[config.mk]
export PLATFORM = sky130hd
export DESIGN_NAME = rom_fetch_ctrl_flat
export DESIGN_NICKNAME = d
export VERILOG_FILES = /design/src/rtl/rom_fetch_ctrl_pkg.sv /design/src/rtl/rom_fetch_ctrl_if.sv /design/src/rtl/rom_fetch_ctrl.sv /design/src/flat_wrapper.sv
export SDC_FILE = /design/constraint.sdc
export NUM_CORES = 1
export LEC_CHECK = 0
export CORE_MARGIN = 5
export CORE_UTILIZATION = 30
export DETAILED_ROUTE_END_ITERATION = 16
export PLACE_DENSITY = 0.57
export SKIP_LAST_GASP = 1
export SLEW_MARGIN = 30
export SYNTH_ARGS = -nofsm -noshare
export SYNTH_HDL_FRONTEND = slang
export SYNTH_SLANG_ARGS = --single-unit
[constraint.sdc]
create_clock -name clk -period 2.1 [get_ports clk]
set_input_delay 0.21 -clock clk [delete_from_list [all_inputs] [get_ports clk]]
set_output_delay 0.21 -clock clk [all_outputs]
set_load 0.02 [all_outputs]
[src/rtl/rom_fetch_ctrl_pkg.sv]
// rom_pkg: shared widths, latency limit and fetch FSM states for the ROM datapath
package rom_pkg;
  localparam int ENC_W       = 39;
  localparam int DATA_W      = 32;
  localparam int ROM_LAT_MAX = 4;
  localparam int CNT_W       = $clog2(ROM_LAT_MAX);
  typedef enum logic [1:0] {IDLE, ISSUE, WAIT, HOLD} fetch_state_e;
endpackage

[src/rtl/rom_fetch_ctrl_if.sv]
// rom_fetch_ctrl_if: request, ROM and encoded-word channels of the fetch controller
interface rom_fetch_ctrl_if #(parameter int ADDR_W = 10, parameter int LEN_W = 4);
  import rom_pkg::*;
  logic              req_valid;
  logic              req_ready;
  logic [ADDR_W-1:0] req_addr;
  logic [LEN_W-1:0]  req_len;
  logic              rom_en;
  logic [ADDR_W-1:0] rom_addr;
  logic [ENC_W-1:0]  rom_rdata;
  logic              enc_valid;
  logic              enc_ready;
  logic [ENC_W-1:0]  enc_data;
  logic [ADDR_W-1:0] enc_addr;
  logic              enc_last;
  modport master (
    input  req_valid, req_addr, req_len, rom_rdata, enc_ready,
    output req_ready, rom_en, rom_addr, enc_valid, enc_data, enc_addr, enc_last
  );
  modport slave (
    output req_valid, req_addr, req_len, rom_rdata, enc_ready,
    input  req_ready, rom_en, rom_addr, enc_valid, enc_data, enc_addr, enc_last
  );
endinterface

[src/rtl/rom_fetch_ctrl.sv]
// rom_fetch_ctrl: issues single/burst ROM reads and hands each encoded word to the decoder
module rom_fetch_ctrl
  import rom_pkg::*;
#(
  parameter int ADDR_W  = 10,
  parameter int LEN_W   = 4,
  parameter int ROM_LAT = 1
) (
  input  logic         clk,
  input  logic         rst_n,
  rom_fetch_ctrl_if.master bus,
  output logic         busy
);
  localparam logic [CNT_W-1:0] LAT_INIT = CNT_W'(ROM_LAT - 1);
  fetch_state_e      r_state, w_next;
  logic [ADDR_W-1:0] r_cur_addr, r_enc_addr;
  logic [LEN_W-1:0]  r_remain;
  logic [CNT_W-1:0]  r_lat_cnt;
  logic [ENC_W-1:0]  r_enc_data;
  logic              r_enc_last;
  logic              w_accept, w_sample, w_advance;
  assign w_accept  = r_state == IDLE && bus.req_valid;
  assign w_sample  = r_state == WAIT && r_lat_cnt == '0;
  assign w_advance = r_state == HOLD && bus.enc_ready;
  always_ff @(posedge clk) begin
    if (!rst_n) r_state <= IDLE;
    else        r_state <= w_next;
  end
  always_comb begin
    w_next = r_state;
    case (r_state)
      IDLE:    w_next = w_accept ? ISSUE : IDLE;
      ISSUE:   w_next = WAIT;
      WAIT:    w_next = w_sample ? HOLD : WAIT;
      HOLD:    w_next = !w_advance ? HOLD : (r_remain == '0 ? IDLE : ISSUE);
      default: w_next = IDLE;
    endcase
  end
  // rom_rdata is only looked at in the sampling cycle, so stray X never reaches enc_data
  always_ff @(posedge clk) begin
    if (!rst_n) begin
      r_cur_addr <= '0;
      r_remain   <= '0;
      r_lat_cnt  <= '0;
      r_enc_data <= '0;
      r_enc_addr <= '0;
      r_enc_last <= 1'b0;
    end else begin
      if (w_accept) begin
        r_cur_addr <= bus.req_addr;
        r_remain   <= bus.req_len;
      end
      if (r_state == ISSUE) r_lat_cnt <= LAT_INIT;
      if (r_state == WAIT)  r_lat_cnt <= r_lat_cnt - 1'b1;
      if (w_sample) begin
        r_enc_data <= bus.rom_rdata;
        r_enc_addr <= r_cur_addr;
        r_enc_last <= r_remain == '0;
      end
      if (w_advance && r_remain != '0) begin
        r_remain   <= r_remain - 1'b1;
        r_cur_addr <= r_cur_addr + 1'b1;
      end
    end
  end
  assign bus.req_ready = rst_n && r_state == IDLE;
  assign bus.rom_en    = r_state == ISSUE;
  assign bus.rom_addr  = r_cur_addr;
  assign bus.enc_valid = r_state == HOLD;
  assign bus.enc_data  = r_enc_data;
  assign bus.enc_addr  = r_enc_addr;
  assign bus.enc_last  = r_enc_last;
  assign busy          = r_state != IDLE;
endmodule

[src/flat_wrapper.sv]
// flat-port wrapper written by rule: the top's interface ports become plain ports
module rom_fetch_ctrl_flat import rom_pkg::*;
#(
  parameter int ADDR_W  = 10,
  parameter int LEN_W   = 4,
  parameter int ROM_LAT = 1
)
  (clk, rst_n, busy, bus_req_valid, bus_req_addr, bus_req_len, bus_rom_rdata, bus_enc_ready, bus_req_ready, bus_rom_en, bus_rom_addr, bus_enc_valid, bus_enc_data, bus_enc_addr, bus_enc_last);
  rom_fetch_ctrl_if #(.ADDR_W(ADDR_W), .LEN_W(LEN_W)) bus_i ();
  input  logic clk;
  input  logic rst_n;
  output logic busy;
  input wire logic [$bits(bus_i.req_valid)-1:0] bus_req_valid;
  input wire logic [$bits(bus_i.req_addr)-1:0] bus_req_addr;
  input wire logic [$bits(bus_i.req_len)-1:0] bus_req_len;
  input wire logic [$bits(bus_i.rom_rdata)-1:0] bus_rom_rdata;
  input wire logic [$bits(bus_i.enc_ready)-1:0] bus_enc_ready;
  output wire logic [$bits(bus_i.req_ready)-1:0] bus_req_ready;
  output wire logic [$bits(bus_i.rom_en)-1:0] bus_rom_en;
  output wire logic [$bits(bus_i.rom_addr)-1:0] bus_rom_addr;
  output wire logic [$bits(bus_i.enc_valid)-1:0] bus_enc_valid;
  output wire logic [$bits(bus_i.enc_data)-1:0] bus_enc_data;
  output wire logic [$bits(bus_i.enc_addr)-1:0] bus_enc_addr;
  output wire logic [$bits(bus_i.enc_last)-1:0] bus_enc_last;
  assign bus_i.req_valid = bus_req_valid;
  assign bus_i.req_addr = bus_req_addr;
  assign bus_i.req_len = bus_req_len;
  assign bus_i.rom_rdata = bus_rom_rdata;
  assign bus_i.enc_ready = bus_enc_ready;
  assign bus_req_ready = bus_i.req_ready;
  assign bus_rom_en = bus_i.rom_en;
  assign bus_rom_addr = bus_i.rom_addr;
  assign bus_enc_valid = bus_i.enc_valid;
  assign bus_enc_data = bus_i.enc_data;
  assign bus_enc_addr = bus_i.enc_addr;
  assign bus_enc_last = bus_i.enc_last;
  rom_fetch_ctrl #(.ADDR_W(ADDR_W), .LEN_W(LEN_W), .ROM_LAT(ROM_LAT)) u_core (.clk(clk), .rst_n(rst_n), .bus(bus_i), .busy(busy));
endmodule
==> impl_metrics.json <==
{
  "outcome": "finished clean",
  "crit_path_start_kind": "register",
  "cts_tree": "built",
  "fin_worst_skew_ps": 5.56,
  "finalHoldViolations": 0,
  "gr-usage-all-layers": 0.150,
  "dp_hpwl_um": 5970,
  "clk_latency_ps": 330,
  "grt_overflow": 0,
  "fillers": 948,
  "die_w_um": 107,
  "required_ps": 1890,
  "synthCells": 356,
  "yosysUniqueCellTypes": 41,
  "yosys.area_share.simple": 0.229,
  "drc_errors": 0,
  "root_buffer": "clkbuf_8",
  "avgSynthCellArea_um2": 7.91,
  "yosysTopAreaCellShare": 0.484,
  "vdd_drop_max_v": 0.000432,
  "finalPower_uw": 4530,
  "ios": 121,
  "htree_levels": 3,
  "holdCritStartpoint": "bus_rom_rdata[34]",
  "synth_ff_type": "dfxtp_1",
  "antenna_found_initial": 0,
  "synth_compound_area_frac": 0.187,
  "synth_fp_nets": 421,
  "cts_resized": 0,
  "area_delta_synth_final_pct": 53.9,
  "arrival_ps": 1740,
  "clkTransAtPathRegs_ps": 70,
  "cp_max_fo": 5,
  "cts_made_buffers": 9,
  "antenna_cells": 0,
  "ys_seq_area_frac": 0.484,
  "p_leak_uw": 0.00154,
  "core-area_um2": 9200,
  "synth-seq-cells": 68,
  "synth_top_family_by_area": "simple AND/OR/NAND/NOR gates",
  "route.detailed.wl_per_inst_um": 14.4,
  "gp_congestion": 0.807,
  "worstRegToRegCells": 6,
  "die_area_um2": 11400,
  "layout_min_cycle_time_ps": 1950,
  "timing.final.crit_share": 0.929,
  "grt_max_degree": 63,
  "clockBufferDepth": 2,
  "hold_class": "in -> reg",
  "hold_buffers": 0,
  "netlist_top_cells_area": "dfxtp_1 48%, nand2_1 15%, a21oi_1 11%, ha_1 3.6%, clkbuf_1 2.0%",
  "syn_area_um2": 2820,
  "num_rows": 35,
  "critPathKind": "reg -> out",
  "io_buffers": 120,
  "whs_ps": 416,
  "max_freq_mhz": 513,
  "drtIter0Drc": 85,
  "synth_xor_area_frac": 0.00622,
  "grt_pass1_vias": 2685,
  "via_per_inst": 4.74,
  "end_kind": "output port",
  "synth_top_area_cell": "dfxtp_1",
  "route.antenna.remaining_nets": 0,
  "critPathLaunch": "u_core.r_state[1]",
  "timing.rr.start": "u_core.r_state[1]",
  "slew_violations": 0,
  "nets": 539,
  "drive_gt1_frac": 0.0752,
  "grt_pass1_wl_um": 13700,
  "drtPass1Iterations": 4,
  "clock_sinks": 68,
  "synthAdderAreaFrac": 0.0356,
  "setup_viol": 0,
  "power.density_nw_per_um2": 1050,
  "max-slew-margin-rel": 0.526,
  "synth_mux_area_frac": 0.0120,
  "async_flop_share": 0,
  "maxCapViolCount": 0,
  "die_y_um": 107,
  "vias": 2796,
  "yosys_warnings": 0,
  "routed_wirelength_um": 8520,
  "rsz0062_at_grt": "false",
  "tns_ps": 0,
  "hold_depth": 3,
  "tightest_slew_ps": 711,
  "start_util": 0.306,
  "synth_edf_count": 0,
  "cts_setup_buffers": 0
}
[path summary, 6_finish.rpt]
| path | endpoint | slack [ps] |
|---|---|---|
| hold / removal | u_core.bus.enc_data[34] | 420 |
| setup reg to reg | u_core.bus.rom_addr[7] | 340 |
| setup / recovery | busy | 150 |
| hold reg to reg | u_core.bus.enc_data[18] | 450 |
[power breakdown]
part / switching (uW) / total (uW) / internal, uW
registers: 172 / 1700 / 1530
clock network: 479 / 931 / 453
logic: 1040 / 1900 / 851
[final cells by class]
class	count	area, um2	share of cell area
Inverter	11	41.3	0.00953
Sequential cell	68	1360	0.314
Clock buffer	11	141	0.0326
Timing Repair Buffer	129	1300	0.299
Clock inverter	5	27.5	0.00635
Tap cell	111	139	0.0321
Multi-Input combinational cell	255	1330	0.306
[Yosys cell counts, drive strengths merged, types with 2 or more instances]
| master | number |
|---|---|
| and3 | 5 |
| a221oi | 3 |
| o21ai | 9 |
| dfxtp | 68 |
| and2 | 5 |
| a211oi | 2 |
| o211ai | 2 |
| clkbuf | 15 |
| buf | 7 |
| a32oi | 2 |
| nand4 | 3 |
| nor2 | 6 |
| mux2 | 3 |
| inv | 11 |
| nand2 | 117 |
| a21oi | 65 |
| nand3 | 5 |
| nor3 | 3 |
| o22ai | 3 |
| ha | 8 |
| xor2 | 2 |
[through the flow]
stage / cell area [um2] / utilization / setup WS (ps) / cells
finish: 4330 / 0.471 / 150 / 590
global route: 4330 / 0.471 / 32.1 / 590
CTS: 4330 / 0.471 / 73.8 / 590
detailed placement: 4160 / 0.452 / 331 / 574
global placement: 4160 / 0.452 / 359 / 574
floorplan: 2820 / - / 431 / 356
[placed cells by master, fill, tap and decap left out, types with 2 or more instances in the layout]
cell type and count:
a211oi_1 2, a21oi_1 63, a21oi_2 2, a221oi_2 2, a32oi_1 2, and2_1 4, and3_1 5, buf_12 2
buf_4 7, clkbuf_8 10, clkdlybuf4s50_1 119, clkinv_2 4, dfxtp_1 68, ha_1 8, inv_1 10, mux2_2 2
nand2_1 115, nand2_2 2, nand3_1 5, nand4_1 3, nor2_1 6, nor3_1 3, o211ai_1 2, o21ai_1 8
o22ai_1 3, xor2_1 2
[cells by family (layout without fill, tap and decap cells)]
kind of cell             count (synthesis)  count (layout)
AND/OR/NAND/NOR                        151             151
AO/OA/AOI/OAI                           91              91
flip-flops                              68              68
buffers and inverters                   33             156
adder cells (fa/ha/maj)                  8               8
multiplexers                             3               3
XOR/XNOR                                 2               2
[sequential cells by signal, indices dropped and copies added, names as in the netlist]
signal               count
u_core.bus.enc_data     39
u_core.bus.enc_addr     10
u_core.bus.rom_addr     10
u_core.r_remain          4
u_core.r_lat_cnt         2
u_core.r_state           2
u_core.bus.enc_last      1
[critical path, cell delays in order (launching register included)]
cell,delay (ps)
dfxtp_1,400
inv_1,100
ha_1,230
inv_1,80
clkdlybuf4s50_1,600
[metal layers]
metal	wire length [um]	GRT usage	up-vias
met5	0	0	-
met4	61	0.0384	0
met3	672	0.0644	4
met2	3950	0.235	91
met1	3840	0.191	1272
li1	-	-	1429
Power figures use the tool's default switching activity.
